[src/rtl/mul_pkg.sv]
// Shared definitions for the M-extension multiply path: funct3 decode,
// multiplier operand-signedness encodings and the issued micro-op record.
package mul_pkg;

  localparam int MUL_XLEN      = 32;
  localparam int MUL_ROB_IDX_W = 5;
  localparam int MUL_PREG_W    = 6;

  localparam logic [2:0] F3_MUL    = 3'b000;
  localparam logic [2:0] F3_MULH   = 3'b001;
  localparam logic [2:0] F3_MULHSU = 3'b010;
  localparam logic [2:0] F3_MULHU  = 3'b011;

  typedef enum logic [1:0] {
    MT_UU = 2'b00,
    MT_SS = 2'b01,
    MT_SU = 2'b10
  } mul_type_e;

  typedef struct packed {
    logic [2:0]               funct3;
    logic [MUL_XLEN-1:0]      rs1;
    logic [MUL_XLEN-1:0]      rs2;
    logic [MUL_ROB_IDX_W-1:0] rob_idx;
    logic [MUL_PREG_W-1:0]    pd;
  } mul_uop_t;

  // MUL keeps only the low word, which is identical for any signedness.
  function automatic mul_type_e funct3_to_mul_type(input logic [2:0] f3);
    case (f3)
      F3_MULH:   return MT_SS;
      F3_MULHSU: return MT_SU;
      default:   return MT_UU;
    endcase
  endfunction

endpackage

[src/rtl/mul_fu_ctrl_if.sv]
// Issue and CDB channels of the multiply functional unit.
// Both channels use valid/ready: a transfer happens on a clock edge where
// valid && ready; once raised, valid and its payload hold until that edge.
interface mul_fu_ctrl_if
  import mul_pkg::*;
#(
  parameter int XLEN      = MUL_XLEN,
  parameter int ROB_IDX_W = MUL_ROB_IDX_W,
  parameter int PREG_W    = MUL_PREG_W
);
  logic                 iss_valid;
  logic                 iss_ready;
  logic [2:0]           iss_funct3;
  logic [XLEN-1:0]      iss_rs1;
  logic [XLEN-1:0]      iss_rs2;
  logic [ROB_IDX_W-1:0] iss_rob_idx;
  logic [PREG_W-1:0]    iss_pd;

  logic                 cdb_valid;
  logic                 cdb_ready;
  logic [XLEN-1:0]      cdb_data;
  logic [ROB_IDX_W-1:0] cdb_rob_idx;
  logic [PREG_W-1:0]    cdb_pd;

  modport slave (
    input  iss_valid, iss_funct3, iss_rs1, iss_rs2, iss_rob_idx, iss_pd, cdb_ready,
    output iss_ready, cdb_valid, cdb_data, cdb_rob_idx, cdb_pd
  );

  modport master (
    output iss_valid, iss_funct3, iss_rs1, iss_rs2, iss_rob_idx, iss_pd, cdb_ready,
    input  iss_ready, cdb_valid, cdb_data, cdb_rob_idx, cdb_pd
  );
endinterface

[src/rtl/shift_add_multiplier.sv]
// Iterative shift-add multiplier: one multiplier bit per cycle over the
// sign-extended 2*W-bit operands; done holds until start is released.
module shift_add_multiplier
  import mul_pkg::*;
#(
  parameter int OPERAND_WIDTH = 32
) (
  input  logic                       clk,
  input  logic                       rst,
  input  logic                       start,
  input  logic [OPERAND_WIDTH-1:0]   a,
  input  logic [OPERAND_WIDTH-1:0]   b,
  input  logic [1:0]                 mul_type,
  output logic                       done,
  output logic [2*OPERAND_WIDTH-1:0] p,
  output logic [1:0]                 dbg_state_o
);
  localparam int PW = 2 * OPERAND_WIDTH;
  localparam int CW = $clog2(PW);

  typedef enum logic [1:0] {
    M_IDLE = 2'd0,
    M_CALC = 2'd1,
    M_DONE = 2'd2
  } mstate_e;

  mstate_e       state_q, state_d;
  logic [PW-1:0] mcand_q, mcand_d;
  logic [PW-1:0] mplier_q, mplier_d;
  logic [PW-1:0] acc_q, acc_d;
  logic [CW-1:0] cnt_q, cnt_d;
  logic          a_signed, b_signed;

  assign a_signed = (mul_type == MT_SS) || (mul_type == MT_SU);
  assign b_signed = (mul_type == MT_SS);

  // Product of sign-extended operands modulo 2^PW is the exact signed product.
  always_comb begin
    state_d  = state_q;
    mcand_d  = mcand_q;
    mplier_d = mplier_q;
    acc_d    = acc_q;
    cnt_d    = cnt_q;
    done     = 1'b0;
    case (state_q)
      M_IDLE: begin
        if (start) begin
          mcand_d  = {{OPERAND_WIDTH{a_signed & a[OPERAND_WIDTH-1]}}, a};
          mplier_d = {{OPERAND_WIDTH{b_signed & b[OPERAND_WIDTH-1]}}, b};
          acc_d    = '0;
          cnt_d    = '0;
          state_d  = M_CALC;
        end
      end
      M_CALC: begin
        if (mplier_q[0]) acc_d = acc_q + mcand_q;
        mcand_d  = mcand_q << 1;
        mplier_d = mplier_q >> 1;
        cnt_d    = cnt_q + CW'(1);
        if (cnt_q == CW'(PW - 1)) state_d = M_DONE;
      end
      M_DONE: begin
        done = 1'b1;
        if (!start) state_d = M_IDLE;
      end
      default: state_d = M_IDLE;
    endcase
  end

  always_ff @(posedge clk or posedge rst) begin
    if (rst) begin
      state_q  <= M_IDLE;
      mcand_q  <= '0;
      mplier_q <= '0;
      acc_q    <= '0;
      cnt_q    <= '0;
    end else begin
      state_q  <= state_d;
      mcand_q  <= mcand_d;
      mplier_q <= mplier_d;
      acc_q    <= acc_d;
      cnt_q    <= cnt_d;
    end
  end

  assign p           = acc_q;
  assign dbg_state_o = state_q;

endmodule

[src/rtl/mul_fu_ctrl.sv]
// Multiply functional-unit controller: accepts one M-extension op, runs the
// shift-add multiplier (or bypasses it on a zero operand), and holds the result for the CDB.
module mul_fu_ctrl
  import mul_pkg::*;
#(
  parameter int XLEN      = MUL_XLEN,
  parameter int ROB_IDX_W = MUL_ROB_IDX_W,
  parameter int PREG_W    = MUL_PREG_W
) (
  input  logic             clk,
  input  logic             rst_n,
  input  logic             flush,
  mul_fu_ctrl_if.slave     bus,
  output logic [1:0]       dbg_state_o,
  output logic [1:0]       dbg_mul_state_o,
  output logic             dbg_mul_start_o
);
  typedef enum logic [1:0] {
    IDLE  = 2'd0,
    BUSY  = 2'd1,
    DRAIN = 2'd2,
    RESP  = 2'd3
  } state_e;

  state_e            state_q, state_d;
  mul_uop_t          uop_q, uop_d, iss_uop;
  mul_type_e         mtype_q, mtype_d;
  logic [XLEN-1:0]   data_q, data_d;
  logic              mul_start, mul_done;
  logic [2*XLEN-1:0] mul_p;
  logic              iss_ok;

  always_comb begin
    iss_uop.funct3  = bus.iss_funct3;
    iss_uop.rs1     = MUL_XLEN'(bus.iss_rs1);
    iss_uop.rs2     = MUL_XLEN'(bus.iss_rs2);
    iss_uop.rob_idx = MUL_ROB_IDX_W'(bus.iss_rob_idx);
    iss_uop.pd      = MUL_PREG_W'(bus.iss_pd);
  end

  always_comb begin
    state_d       = state_q;
    uop_d         = uop_q;
    mtype_d       = mtype_q;
    data_d        = data_q;
    iss_ok        = 1'b0;
    bus.iss_ready = 1'b0;
    bus.cdb_valid = 1'b0;
    mul_start     = 1'b0;
    unique case (state_q)
      IDLE: begin
        iss_ok        = rst_n && !flush;
        bus.iss_ready = iss_ok;
        if (bus.iss_valid && iss_ok) begin
          uop_d   = iss_uop;
          mtype_d = funct3_to_mul_type(bus.iss_funct3);
          data_d  = '0;
          state_d = (bus.iss_rs1 == '0 || bus.iss_rs2 == '0) ? RESP : BUSY;
        end
      end
      BUSY: begin
        mul_start = 1'b1;
        if (mul_done) begin
          if (flush) begin
            state_d = IDLE;
          end else begin
            data_d  = (uop_q.funct3 == F3_MUL) ? mul_p[XLEN-1:0] : mul_p[2*XLEN-1:XLEN];
            state_d = RESP;
          end
        end else if (flush) begin
          state_d = DRAIN;
        end
      end
      // The multiplier cannot be aborted, so a killed op keeps start high until done.
      DRAIN: begin
        mul_start = 1'b1;
        if (mul_done) state_d = IDLE;
      end
      RESP: begin
        bus.cdb_valid = !flush;
        if (flush || bus.cdb_ready) state_d = IDLE;
      end
      default: state_d = IDLE;
    endcase
  end

  always_ff @(posedge clk or negedge rst_n) begin
    if (!rst_n) begin
      state_q <= IDLE;
      uop_q   <= '0;
      mtype_q <= MT_UU;
      data_q  <= '0;
    end else begin
      state_q <= state_d;
      uop_q   <= uop_d;
      mtype_q <= mtype_d;
      data_q  <= data_d;
    end
  end

  shift_add_multiplier #(
    .OPERAND_WIDTH (XLEN)
  ) u_mul (
    .clk         (clk),
    .rst         (!rst_n),
    .start       (mul_start),
    .a           (XLEN'(uop_q.rs1)),
    .b           (XLEN'(uop_q.rs2)),
    .mul_type    (mtype_q),
    .done        (mul_done),
    .p           (mul_p),
    .dbg_state_o (dbg_mul_state_o)
  );

  assign bus.cdb_data    = data_q;
  assign bus.cdb_rob_idx = ROB_IDX_W'(uop_q.rob_idx);
  assign bus.cdb_pd      = PREG_W'(uop_q.pd);

  assign dbg_state_o     = state_q;
  assign dbg_mul_start_o = mul_start;

  a_legal_funct3: assert property (@(posedge clk) disable iff (!rst_n)
    bus.iss_valid |-> !bus.iss_funct3[2]);

  a_no_cdb_in_drain: assert property (@(posedge clk) disable iff (!rst_n)
    (state_q == DRAIN) |-> !bus.cdb_valid);

  a_start_held: assert property (@(posedge clk) disable iff (!rst_n)
    (mul_start && !mul_done) |=> mul_start);

  a_cdb_stable: assert property (@(posedge clk) disable iff (!rst_n)
    (bus.cdb_valid && !bus.cdb_ready) |=>
      ($stable(bus.cdb_data) && $stable(bus.cdb_rob_idx) && $stable(bus.cdb_pd)));

endmodule

[src/flat_wrapper.sv]
// flat-port wrapper written by rule: the top's interface ports become plain ports
module mul_fu_ctrl_flat import mul_pkg::*;
#(
  parameter int XLEN      = MUL_XLEN,
  parameter int ROB_IDX_W = MUL_ROB_IDX_W,
  parameter int PREG_W    = MUL_PREG_W
)
  (clk, rst_n, flush, dbg_state_o, dbg_mul_state_o, dbg_mul_start_o, bus_iss_valid, bus_iss_funct3, bus_iss_rs1, bus_iss_rs2, bus_iss_rob_idx, bus_iss_pd, bus_cdb_ready, bus_iss_ready, bus_cdb_valid, bus_cdb_data, bus_cdb_rob_idx, bus_cdb_pd);
  mul_fu_ctrl_if #(.XLEN(XLEN), .ROB_IDX_W(ROB_IDX_W), .PREG_W(PREG_W)) bus_i ();
  input  logic clk;
  input  logic rst_n;
  input  logic flush;
  output logic [1:0] dbg_state_o;
  output logic [1:0] dbg_mul_state_o;
  output logic dbg_mul_start_o;
  input wire logic [$bits(bus_i.iss_valid)-1:0] bus_iss_valid;
  input wire logic [$bits(bus_i.iss_funct3)-1:0] bus_iss_funct3;
  input wire logic [$bits(bus_i.iss_rs1)-1:0] bus_iss_rs1;
  input wire logic [$bits(bus_i.iss_rs2)-1:0] bus_iss_rs2;
  input wire logic [$bits(bus_i.iss_rob_idx)-1:0] bus_iss_rob_idx;
  input wire logic [$bits(bus_i.iss_pd)-1:0] bus_iss_pd;
  input wire logic [$bits(bus_i.cdb_ready)-1:0] bus_cdb_ready;
  output wire logic [$bits(bus_i.iss_ready)-1:0] bus_iss_ready;
  output wire logic [$bits(bus_i.cdb_valid)-1:0] bus_cdb_valid;
  output wire logic [$bits(bus_i.cdb_data)-1:0] bus_cdb_data;
  output wire logic [$bits(bus_i.cdb_rob_idx)-1:0] bus_cdb_rob_idx;
  output wire logic [$bits(bus_i.cdb_pd)-1:0] bus_cdb_pd;
  assign bus_i.iss_valid = bus_iss_valid;
  assign bus_i.iss_funct3 = bus_iss_funct3;
  assign bus_i.iss_rs1 = bus_iss_rs1;
  assign bus_i.iss_rs2 = bus_iss_rs2;
  assign bus_i.iss_rob_idx = bus_iss_rob_idx;
  assign bus_i.iss_pd = bus_iss_pd;
  assign bus_i.cdb_ready = bus_cdb_ready;
  assign bus_iss_ready = bus_i.iss_ready;
  assign bus_cdb_valid = bus_i.cdb_valid;
  assign bus_cdb_data = bus_i.cdb_data;
  assign bus_cdb_rob_idx = bus_i.cdb_rob_idx;
  assign bus_cdb_pd = bus_i.cdb_pd;
  mul_fu_ctrl #(.XLEN(XLEN), .ROB_IDX_W(ROB_IDX_W), .PREG_W(PREG_W)) u_core (.clk(clk), .rst_n(rst_n), .flush(flush), .bus(bus_i), .dbg_state_o(dbg_state_o), .dbg_mul_state_o(dbg_mul_state_o), .dbg_mul_start_o(dbg_mul_start_o));
endmodule
[config.mk]
export PLATFORM = sky130hd
export DESIGN_NAME = mul_fu_ctrl_flat
export DESIGN_NICKNAME = d
export VERILOG_FILES = /design/src/rtl/mul_pkg.sv /design/src/rtl/mul_fu_ctrl_if.sv /design/src/rtl/shift_add_multiplier.sv /design/src/rtl/mul_fu_ctrl.sv /design/src/flat_wrapper.sv
export SDC_FILE = /design/constraint.sdc
export NUM_CORES = 1
export LEC_CHECK = 0
export CELL_PAD_IN_SITES_DETAIL_PLACEMENT = 1
export CELL_PAD_IN_SITES_GLOBAL_PLACEMENT = 1
export CORE_MARGIN = 3
export CORE_UTILIZATION = 35
export DETAILED_ROUTE_END_ITERATION = 10
export PLACE_DENSITY_LB_ADDON = 0.2
export REMOVE_ABC_BUFFERS = 1
export SETUP_SLACK_MARGIN = 0.5
export SYNTH_ARGS = -nofsm -noshare
export SYNTH_HDL_FRONTEND = slang
export SYNTH_SLANG_ARGS = --single-unit
[constraint.sdc]
create_clock -name clk -period 3.4 [get_ports clk]
set_clock_uncertainty 0.1 [all_clocks]
set_input_delay 0.68 -clock clk [delete_from_list [all_inputs] [get_ports clk]]
set_output_delay 0.68 -clock clk [all_outputs]
set_load 0.02 [all_outputs]
**Word-level counts from Yosys, hierarchy flattened**

Index checks and enable logic that the tools add are counted.

- Reductions and logical operators: 20
- Multipliers: 0
- Add/subtract/negate cells: 2
- Bitwise operators: 2
- Divide/modulo/power cells: 0
- Shift operators: 0
- Multiplexer cells: 31
- Equal/unequal tests: 20
- Magnitude comparators: 0

Operators with widths:

| cell | count |
|---|---|
| $pmux 64 s2 | 3 |
| $mux 64 | 4 |
| $mux 32 | 4 |
| $add 64x64->64 | 1 |
| $logic_not 32->1 | 2 |
| $pmux 32 s2 | 1 |
| $mux 2 | 10 |
| $pmux 6 s2 | 1 |
| $ne 2x2->1 const B | 5 |
| $eq 2x2->1 const B | 4 |
| $ne 2x1->1 const B | 4 |
| $pmux 2 s4 | 1 |
| $reduce_and 4->1 | 2 |
| $add 6x1->6 const B | 1 |
| $eq 2x1->1 const B | 3 |
| $eq 6x6->1 const B | 1 |
| $mux 6 | 1 |
| $pmux 2 s3 | 1 |
| $reduce_and 3->1 | 2 |
| $logic_not 2->1 | 2 |
| $mux 1 | 4 |
| $pmux 2 s2 | 1 |
| $reduce_and 2->1 | 2 |
| $reduce_bool 2->1 | 2 |
| other kinds (9) | 13 |

- Output and inout port bits: 50
- Memory bits (read-only): 0
- RAM bits: 0
- Word-level logic and storage cells: 88
- Input port bits: 83
- Latch bits: 0
- Memories kept: 0
- Register bits: 314

**Depth between registers and ports, before layout**

- Depth in word-level cells: 5
- Gate-level depth with buffers: 13
- Depth with buffers taken out: 13

**Hierarchy**

A second synthesis with hierarchy kept.

- Cells, all modules: 1608
- Area, all modules: 16712.3 um2

By module, submodules not included:

| module | cells an instance | instances | area each (um2) | sequential area each (um2) |
|---|---|---|---|---|
| shift_add_multiplier | 1231 | 1 | 11441.0 | 5004.8 |
| mul_fu_ctrl | 377 | 1 | 5271.3 | 2852.7 |

**Least setup slack after synthesis**

Ideal clock, no wire load.

- Kind: register to register
- From: register u_core.u_mul.mcand_q[0]
- To: register u_core.u_mul.acc_q[56], in the netlist u_core.u_mul.p[56]
- Setup time: 0.122 ns
- Buffers on the path: 0
- Setup slack: 0.358 ns
- Stages on the path, launching flop included: 14
- Arrival: 2.821 ns
- Clock period less this slack: 3.042 ns
- Path through: dfrtp_1 ha_1 inv_1 fa_1 and2b_1 o31a_2 o21ai_1 a21oi_1 o21ai_1 a21boi_1 o21ai_2 nor4_1 or4_1 a32o_1

- Cells in the longest elaborated chain, start to end: 3

Ends and longest elaborated chain:

| what | RTL line | text |
|---|---|---|
| from (decl) | shift_add_multiplier.sv:28 | `logic [PW-1:0] mcand_q, mcand_d;` |
| from (signal assigned) | shift_add_multiplier.sv:79 | `mcand_q <= mcand_d;` |
| $add 64x64->64 | shift_add_multiplier.sv:56 | `if (mplier_q[0]) acc_d = acc_q + mcand_q;` |
| $mux 64 | shift_add_multiplier.sv:56 |  |
| $pmux 64 s2 | shift_add_multiplier.sv:45 | `case (state_q)` |
| to (signal assigned) | shift_add_multiplier.sv:75 | `acc_q <= '0;` |
| to (signal assigned) | shift_add_multiplier.sv:81 | `acc_q <= acc_d;` |
| to (decl) | shift_add_multiplier.sv:30 | `logic [PW-1:0] acc_q, acc_d;` |

No other way between the ends. The select of a mux whose other input is x is not followed.
A chain may end at the register's enable or synchronous reset.

**Final worst setup path**

- From: register u_core.u_mul.mcand_q[7]
- To: register u_core.u_mul.acc_q[54], in the netlist u_core.u_mul.p[54]

Same word-level chain as after synthesis.

==> run metrics <==
outcome=finished clean; asr flop ratio synth=1.00; Sw Ratio=0.272; Final ANT Viol Nets=0; unrepaired setup endpoints after global routing=yes; main combinational cell family by area after synthesis=compound AO/OA/AOI/OAI gates; GRT overflow=0; simple-gate area share of the yosys netlist=0.148; core area=46700 um2; root buffer cell=clkbuf_16; CTS buffer count=39; WS Path Type=flop to flop; Worst Path Required=3740 ps; critical path cell sequence=ha_1, a21oi_1, nand2_1, o21ai_4, o31ai_2, buf_4, a2111oi_4, nor2_1, buf_4, a21bo_4, a21oi_2, xor2_1, o21ai_1; row count=79; First DRT Iteration DRCs=626; EDFF count, synth=0; mean post-synth cell area=9.49 um2; final instance area=21100 um2; first-pass GRT wire length=82500 um; Synth Instances=1747; post-layout power=10.4 mW; final setup fails=0; Max Slew Vio Count=0; Placement Cell Area=18800 um2; vias in the first global route=14700; maximum vdd drop=0.507 mV; cell area after synthesis=16600 um2; Critical Path Max Stage Delay=410 ps; nature of the critical path endpoint=flop; Worst-path clk slew=70 ps; nets=2058; Clock Sinks=314; critical path's slowest cell=dfrtp_1; leakage=9.31 nW; critical path peak fanout=4; Total GRT Usage=0.205; top-level I/O count=133; CTS Buffer Depth=3; Fmax achieved=0.316 GHz; Slew headroom=0.266; Yosys reg bits=314; TritonRoute pass-1 iters=4; initial antenna violation count=4; worst slew pin tran=1100 ps; RePlAce Congestion=0.857; area grow syn2layout=27.3%; maxcap violations=0; Worst Hold Class=flop to flop; mux cell area share after synthesis=0.0722; post-DP HPWL=36100 um; latest clock arrival within the worst-skew pair=560 ps; Clk pwr share=0.405; number of vias per cell=5.49; Remaining DRCs=0; Int Power=7.56 mW; Die ar.=50000 um2; Compound-Gate Fraction of Synth Area=0.187; final period utilization=0.932; htree depth=2; diode count=0; CTS tree=done; wire per inst=20.6 um; starting density of the core=0.355; cell with the most instances on the worst path=buf_4; Top delay family on crit path=compound AO/OA/AOI/OAI gates; layout cells sized above 1=0.189; pin count of the biggest net entering global routing=160; Routed WL=52300 um; sw power=2.83 mW; DR vias=13900; sequential share of power=0.433; Final min period=3170 ps; Die Span Y=224 um; combinational share of power=0.162; worst path arrival time=3510 ps; Cell Pwr Density=492 nW/um2; register area share after synthesis=0.474; synth warn=0; I/O Buffers=132; xor/xnor share of the synthesized area=0.0296; die width=224 um; Startpoint Class=flop; final hold vios=0; fillers=5188; Cell variety after synth=67; worst path buffer plus inverter count=2; Synth Flop Type=dfrtp_1; Post-Synth Adder-Cell Area=0.0533
worst paths after layout:
kind / startpoint / endpoint / slack [ps] / depth (start not counted)
max reg2reg: u_core.u_mul.mcand_q[7]$_DFFE_PN0P_ / u_core.u_mul.p[54]$_DFFE_PN0P_ / 230 / 13
max in group asynchronous: rst_n / u_core.u_mul.p[23]$_DFFE_PN0P_ / 820 / 4
min reg2reg: u_core.bus.cdb_data[6]$_DFFE_PN0P_ / u_core.bus.cdb_data[6]$_DFFE_PN0P_ / 400 / 1
min in group asynchronous: rst_n / u_core.bus.cdb_pd[3]$_DFFE_PN0P_ / 590 / 2
max: u_core.u_mul.mcand_q[7]$_DFFE_PN0P_ / u_core.u_mul.p[54]$_DFFE_PN0P_ / 230 / 13
min: u_core.bus.cdb_data[6]$_DFFE_PN0P_ / u_core.bus.cdb_data[6]$_DFFE_PN0P_ / 400 / 1
what timing repair did:
action	in CTS	in global routing
buffers inserted	16	23
pin swaps	30	45
hold buffers	1	0
endpoints found under the hold margin	10	0
gates resized for setup	68	89
setup endpoints to repair	31	162
gates cloned	0	0
cells in the final DEF (no fill, tap or decap), drive strengths merged, types with 22 or more instances in the layout:
master           n
a221o           32
buf            105
o21ai          116
nand4           23
ha              69
a31oi           73
xor2            22
dfrtp          314
clkdlybuf4s50  129
a21o            31
inv             27
mux2            77
nor4            22
xnor2           34
nor2           168
clkbuf          56
a22o            36
nand2          288
mux2i           33
a21oi          115
cell usage after synthesis, drive strengths merged, types with 9 or more instances:
cell,number,area [um2]
dfrtp,314,7860
nand4,23,144
inv,27,101
mux2i,33,330
nand3,15,75.1
xor2,22,193
o21ai,116,592
clkbuf,103,387
xnor2,34,298
mux2,77,867
nor2,168,631
a221o,32,320
a22o,36,315
nand2b,9,56.3
a31oi,73,457
nor3,11,55.1
a21oi,115,579
buf,17,111
nor4,22,138
o21bai,13,97.6
a21o,31,233
nand2,288,1080
ha,69,863
power groups by stage:
stage / registers, mW / clock network [mW] / logic, mW
floorplan: 4.55 / 0 / 0.943
global placement: 4.53 / 0 / 1.67
detailed placement: 4.55 / 0 / 1.72
CTS: 4.49 / 4.34 / 1.72
global route: 4.55 / 4.48 / 1.84
finish: 4.49 / 4.21 / 1.69
routing by layer:
layer | GRT usage | part of all wire | up-vias
met4 | 0.0607 | 0.023 | 6
met1 | 0.264 | 0.44 | 7090
met3 | 0.0435 | 0.044 | 78
met5 | 0 | 0.00069 | -
li1 | - | - | 6531
met2 | 0.351 | 0.49 | 212
kinds of logic after synthesis:
group,count (synthesis)
adder cells (fa/ha/maj),70
XOR/XNOR,56
AO/OA/AOI/OAI,473
multiplexers,110
AND/OR/NAND/NOR,577
flip-flops,314
buffers and inverters,147
per-stage QoR:
step	setup TNS, ps	util	instances	hold WS [ps]	setup WS [ps]
after floorplan	-1235340	-	1627	284	-11080
after global placement	0	0.403	2431	378	158
after detailed placement	0	0.403	2431	392	50.9
after CTS	0	0.441	2513	403	240
after global routing	0	0.452	2536	420	137
final	0	0.452	2536	399	231
flip-flops by register name, indices dropped and copies added (netlist names):
register                  cells
u_core.bus.cdb_data          32
u_core.u_mul.p               64
u_core.mtype_q                2
u_core.u_mul.dbg_state_o      2
u_core.u_mul.mplier_q        64
u_core.uop_q                 67
u_core.bus.cdb_pd             6
u_core.dbg_state_o            2
u_core.u_mul.cnt_q            6
u_core.bus.cdb_rob_idx        5
u_core.u_mul.mcand_q         64
cell type report:
type	count	area [um2]	share of cell area
clock buffer	55	1140	0.0539
clock inverter	10	151	0.00718
inverter	27	101	0.00480
multi-input combinational	1286	8850	0.420
sequential	314	7870	0.373
tap	607	759	0.0360
timing repair buffer	237	2230	0.106
(Power assumes the default switching activity.)
==> RTL change 1, RTL diff (same settings) <==
Register the output `dbg_mul_state_o`, with the module's reset; this adds one clock of latency there. The other outputs are not delayed to match.
--- a/src/rtl/mul_fu_ctrl.sv
+++ b/src/rtl/mul_fu_ctrl.sv
@@ -22,4 +22,6 @@
     RESP  = 2'd3
   } state_e;
+
+  logic [1:0] dbg_mul_state_d;
 
   state_e            state_q, state_d;
@@ -110,5 +112,5 @@
     .done        (mul_done),
     .p           (mul_p),
-    .dbg_state_o (dbg_mul_state_o)
+    .dbg_state_o (dbg_mul_state_d)
   );
 
@@ -133,4 +135,12 @@
       ($stable(bus.cdb_data) && $stable(bus.cdb_rob_idx) && $stable(bus.cdb_pd)));
 
+  always_ff @(posedge clk or negedge rst_n) begin
+    if (!rst_n) begin
+      dbg_mul_state_o <= '0;
+    end else begin
+      dbg_mul_state_o <= dbg_mul_state_d;
+    end
+  end
+
 endmodule
 
Check against the original RTL: not equivalent (Yosys sat finds a counterexample within 4 cycles, from zero or initial values and one cycle with rst_n low).
==> RTL change 1 against the unedited design <==
Area after synthesis is 0.31% higher. Critical path type unchanged. Setup slack improved by 0.094 ns. Via count decreased by 1.4%. Power is 2.0% lower. Largest power group unchanged. Sequential cell count rose by 2. Final area fell by 0.87%. Highest routed layer unchanged. Routed wire length shrank 1.2%. Clock power shrank 5%.
==> RTL change 1: results (changes against the unedited design) <==
[place]
dp.cells=2426  ; -0.21%
placement.io_buffers=132  ; unchanged
dpl_wire_length_um=35860  ; -0.56%
place.gp.congestion=0.8530  ; -0.51%
placedInstanceArea_um2=18790  ; about the same

[cells_and_area]
nets=2051  ; -0.34%
fillCellCount=5247  ; +1.1%
final_layout_size_suffix_gt1_share_pct=17.57  ; -1.4 points
max_reg_flops=67  ; unchanged
max_flop_register=u_core.uop_q

[grt]
global_route.usage.total_pct=20.55  ; about the same
via_count_of_the_first_global_routing_pass=14810  ; +0.65%
first_pass_grt_wire_length_um=82550  ; about the same
pin_count_of_the_biggest_net_entering_global_routing=160  ; unchanged
initial_antenna_violation_count=7  ; +3

[setup_path]
crit_path_max_incr_delay_ns=0.42
worst-r2r-setup-slack_ns=0.32  ; +0.09 ns
critPathMaxFanout=4  ; unchanged
arrival_ns=3.41  ; -0.10 ns
cpMaxStageDelayCell=sky130_fd_sc_hd__dfrtp_1

[yosys]
synth_adder_area_share_pct=5.313  ; -0.016 points
synthMuxAreaShare_pct=7.201  ; -0.022 points
synth_compound_area_share_pct=18.61  ; -0.058 points
netlist-cell-type-count=67  ; unchanged
synth_commonest_cells=sky130_fd_sc_hd__dfrtp_1, sky130_fd_sc_hd__nand2_1, sky130_fd_sc_hd__nor2_1
asyncSetResetFlopFracSynth_pct=100.0  ; unchanged
synth.top_cells.by_area=sky130_fd_sc_hd__dfrtp_1, sky130_fd_sc_hd__nand2_1, sky130_fd_sc_hd__mux2_2, sky130_fd_sc_hd__ha_1, sky130_fd_sc_hd__nor2_1
synth_ff_type=sky130_fd_sc_hd__dfrtp_1
synth-xor-area-share_pct=2.950  ; -0.0091 points
yosys_warnings=0  ; unchanged
synth_sequential_area_ratio_pct=47.56  ; +0.15 points
syn_avg_cell_area_um2=9.507  ; +0.19%

[clock_tree]
clk_pin_slew_worst_paths_ns=0.06
clock_tree.htree_level_count=2  ; unchanged
clk_root_buffer_cell=sky130_fd_sc_hd__clkbuf_16
cts_max_path_buffers=3  ; unchanged
tritoncts.num_buffers=38  ; -2.6%
later_pin_clock_latency_in_the_skew_report_ns=0.56  ; about the same

[power]
power.ir.vdd_worst_v=0.0004620  ; -8.9%
total_leakage_power_uw=0.009238  ; -0.77%

[run_status]
status=finished clean

[timing]
final.setup.tns_ns=0  ; unchanged
slew_headroom_pct=23.85  ; -2.8 points

[drt]
dr.first_iter.drc_count=667  ; +6.5%
dr.pass1.iters=4  ; unchanged
routed_wire_length_per_instance_um=20.40  ; -1.1%
route.antenna.remaining_nets=0  ; unchanged
postRouteWirelength_um=51670  ; -1.2%
route.vias.total=13723  ; -1.4%

[worst_hold_path]
worstHoldPathType=primary input to async pin

[RTL change 1: changes by cell type after synthesis, sizes merged]
cell / delta
and2b: -1
buf: +4
clkbuf: -4
dfrtp: +2
nor2b: +1
[RTL change 1: final cells by class]
class,count,area (um2),share of cell area [%]
Sequential cell,316,7909,37.82
Tap cell,607,759.5,3.632
Timing Repair Buffer,229,2137,10.22
Inverter,27,101.3,0.4847
Clock inverter,9,98.84,0.4727
Clock buffer,57,1122,5.367
Multi-Input combinational cell,1286,8778,41.98
Antenna cell,2,5.005,0.02393
[RTL change 1: critical path: cells and delay by family, from the launching register on]
family,cells,cell delay [ns]
and+or+nand+nor,2,0.48
adders and majority gates,1,0.28
DFF,1,0.42
AOI/OAI and AO/OA,8,1.65
[RTL change 1: repair_timing]
item,4_1_cts,5_1_grt
buffers inserted,31,7
endpoints found under the setup margin,28,29
hold buffers,1,0
pin swaps,50,24
gates resized for setup,93,32
endpoints found under the hold margin,11,0
[RTL change 1: worst paths after layout]
| kind | depth (start not counted) | endpoint | start |
|---|---|---|---|
| max | 11 | u_core.u_mul.p[56] | u_core.u_mul.mcand_q[13] |
| max in group asynchronous | 3 | u_core.u_mul.p[17] | rst_n |
| min in group clk | 2 | u_core.mtype_q[1] | u_core.mtype_q[1] |
| max reg2reg | 11 | u_core.u_mul.p[56] | u_core.u_mul.mcand_q[13] |
| min | 2 | u_core.u_mul.p[61] | rst_n |
| min reg2reg | 2 | u_core.mtype_q[1] | u_core.mtype_q[1] |
[RTL change 1: logic make-up (layout without fill, tap and decap cells)]
| family | after synthesis | count (layout) |
|---|---|---|
| simple gates | 577 | 577 |
| compound gates | 473 | 473 |
| flops | 316 | 316 |
| buf+inv | 147 | 322 |
| mux | 110 | 110 |
| fa+ha+maj | 70 | 70 |
| xor+xnor | 56 | 56 |
| other cells | 0 | 2 |
[RTL change 1: power by group]
part / internal [uW] / switching (uW)
Sequential: 4240 / 262
Clock: 2360 / 1650
Combinational: 785 / 873
Total: 7390 / 2790
[RTL change 1: metrics by stage]
stage	power [uW]	utilization (%)	worst slack, ns	hold slack, ns
2_1_floorplan	5517	-	-11.08	0.2844
4_1_cts	10380	44.35	0.3398	0.1729
3_5_place_dp	6273	40.19	0.04745	0.3727
5_1_grt	10680	44.72	0.2530	0.2025
3_3_place_gp	6207	40.19	0.1724	0.3788
6_report	10180	44.73	0.3247	0.1734
[RTL change 1: routing by layer]
| metal | up-vias | part of all wire (%) | track usage [%] |
|---|---|---|---|
| met5 | - | 0.075 | 0 |
| met4 | 8 | 2.3 | 6.046 |
| met3 | 78 | 3.7 | 3.866 |
| met2 | 173 | 49 | 35.52 |
| met1 | 6933 | 45 | 26.28 |
| li1 | 6531 | - | - |
==> RTL change 2, RTL diff (config.mk and constraints unchanged) <==
Made on the original files. The package constant `MUL_PREG_W` goes from 6 to 12.
--- a/src/rtl/mul_pkg.sv
+++ b/src/rtl/mul_pkg.sv
@@ -5,5 +5,5 @@
   localparam int MUL_XLEN      = 32;
   localparam int MUL_ROB_IDX_W = 5;
-  localparam int MUL_PREG_W    = 6;
+  localparam int MUL_PREG_W    = 12;
 
   localparam logic [2:0] F3_MUL    = 3'b000;
Ports: changed (resized bus_cdb_pd and bus_iss_pd); port bits go from 133 to 145. No check against the original RTL was run, so the function may have changed too.
==> RTL change 2 against the unedited design <==
Power up 1.2%. Sequential power up 3%. Critical path depth up 2. Setup slack worse by 0.00073 ns. Area after synthesis up 1.6%. Routed wire length about the same. Global-route usage about the same. Final area up 1.8%. Sequential cell count up 6.
==> RTL change 2: results (changes against the unedited design) <==
[run_status]
status=finished clean

[power]
power.ir.vdd_worst_v=0.0004683  ; -7.7%
total_leakage_power_uw=0.009516  ; +2.2%
p_int_uw=7611  ; +0.65%

[drt]
route.met3.wl_um=2390  ; +2.8%
dr.pass1.iters=5  ; +1
viasPerCell=5.425  ; -1.2%
routedLengthMet1_um=23230  ; +0.66%
dr.first_iter.drc_count=581  ; -7.2%
top_layer_used=met5
routed_wire_length_per_instance_um=20.34  ; -1.4%
dr_wl_met2_um=25360  ; -1.1%

[cells_and_area]
nets=2095  ; +1.8%
max_reg_flops=67  ; unchanged
max_flop_register=u_core.uop_q
final_layout_size_suffix_gt1_share_pct=18.81  ; -0.11 points
fillCellCount=5218  ; +0.58%

[setup_path]
crit_path_max_incr_delay_ns=0.41  ; about the same
rr_worst_depth=15  ; +2
critPathMaxFanout=4  ; unchanged
arrival_ns=3.49  ; -0.02 ns
crit_path_end=u_core.u_mul.p[54]
critical-path-top-delay-family=compound AO/OA/AOI/OAI gates
cpMaxStageDelayCell=sky130_fd_sc_hd__dfrtp_1
startpoint=u_core.u_mul.p[0]

[place]
placement.io_buffers=144  ; +9.1%
place.gp.congestion=0.8751  ; +2.1%
dpl_wire_length_um=36810  ; +2.1%
dp_slack_ns=-0.009395  ; -0.06032 ns

[timing]
final.min_clock_period_ns=3.170  ; +0.0007310 ns
slew_headroom_pct=23.73  ; -2.9 points

[grt]
initial_antenna_violation_count=4  ; unchanged
via_count_of_the_first_global_routing_pass=14825  ; +0.75%
global_route.usage.total_pct=20.57  ; about the same
first_pass_grt_wire_length_um=83210  ; +0.85%
pin_count_of_the_biggest_net_entering_global_routing=179  ; +12%

[yosys]
synth.top_cells.by_area=sky130_fd_sc_hd__dfrtp_1, sky130_fd_sc_hd__nand2_1, sky130_fd_sc_hd__mux2_2, sky130_fd_sc_hd__ha_1, sky130_fd_sc_hd__nor2_1
netlist-cell-type-count=67  ; unchanged
asyncSetResetFlopFracSynth_pct=100.0  ; unchanged
yosys_warnings=0  ; unchanged
synth_ff_type=sky130_fd_sc_hd__dfrtp_1
synth_commonest_cells=sky130_fd_sc_hd__dfrtp_1, sky130_fd_sc_hd__nand2_1, sky130_fd_sc_hd__nor2_1
synth_sequential_area_ratio_pct=47.56  ; +0.15 points

[clock_tree]
tritoncts.num_buffers=37  ; -5.1%
later_pin_clock_latency_in_the_skew_report_ns=0.56  ; about the same
clock_tree.htree_level_count=2  ; unchanged
clk_root_buffer_cell=sky130_fd_sc_hd__clkbuf_16

[worst_hold_path]
worstHoldPathType=flop to flop

[RTL change 2: cell types whose count changed after synthesis, sizes merged]
cell / unedited run / this run
buf: 17 / 30
clkbuf: 103 / 96
dfrtp: 314 / 320
mux2: 77 / 83
[RTL change 2: cells by family after synthesis]
kind of cell	count (synthesis)	share of synthesized area (%)
XOR/XNOR	56	2.913
adder cells (fa/ha/maj)	70	5.246
AO/OA/AOI/OAI	473	18.38
flip-flops	320	47.56
multiplexers	116	7.512
buffers and inverters	153	3.827
AND/OR/NAND/NOR	577	14.57
[RTL change 2: cell type report]
| cell class | count | area share [%] |
|---|---|---|
| diodes | 3 | 0.03494 |
| flip-flops and latches | 320 | 37.27 |
| inverters | 27 | 0.4717 |
| clock buffers | 56 | 5.253 |
| well taps | 607 | 3.535 |
| multi-input cells | 1292 | 41.70 |
| clock inverters | 9 | 0.4484 |
| repair buffers | 258 | 11.28 |
[RTL change 2: what timing repair did]
item / in CTS / in global routing
setup endpoints to repair: 36 / 39
pin swaps: 48 / 18
gates resized for setup: 89 / 61
hold buffers: 2 / 0
buffers inserted: 35 / 9
hold endpoints to repair: 9 / 0
[RTL change 2: worst min path at each step]
stage,startpoint,endpoint,slack (ns),cells after the start
floorplan,rst_n,u_core.bus.cdb_data[0],0.28,0
global placement,u_core.mtype_q[1],u_core.mtype_q[1],0.37,2
detailed placement,u_core.mtype_q[1],u_core.mtype_q[1],0.38,2
CTS,u_core.mtype_q[1],u_core.mtype_q[1],0.40,2
global route,u_core.uop_q[69],u_core.uop_q[69],0.42,1
finish,u_core.mtype_q[1],u_core.mtype_q[1],0.39,2
[RTL change 2: worst min-delay path, stage by stage, from the launching register on]
cell and delay [ns]:
sky130_fd_sc_hd__dfrtp_1 0.35, sky130_fd_sc_hd__nand2_1 0.05, sky130_fd_sc_hd__o41ai_1 0.06
[RTL change 2: power by group through the flow]
stage	combinational (uW)	clock [uW]	sequential (uW)
after CTS	1910	4170	4610
after floorplan	979	0	4720
after global placement	1860	0	4650
after global routing	2030	4320	4670
after detailed placement	1900	0	4670
final	1870	4030	4610
[RTL change 2: through the flow]
| step | hold slack [ns] | cell area, um2 | std cells | setup TNS [ns] |
|---|---|---|---|---|
| floorplan | 0.2844 | 16300 | 1639 | -1246.92 |
| global placement | 0.3744 | 19180 | 2458 | 0 |
| detailed placement | 0.3845 | 19180 | 2458 | -0.009395 |
| CTS | 0.3976 | 21140 | 2560 | 0 |
| global route | 0.4189 | 21480 | 2570 | 0 |
| finish | 0.3926 | 21480 | 2572 | 0 |
[RTL change 2: layer usage]
layer / vias up / global-route usage (%)
met5: - / 0
met4: 4 / 6.396
met3: 78 / 4.168
met2: 209 / 34.74
met1: 7052 / 26.62
li1: 6609 / -
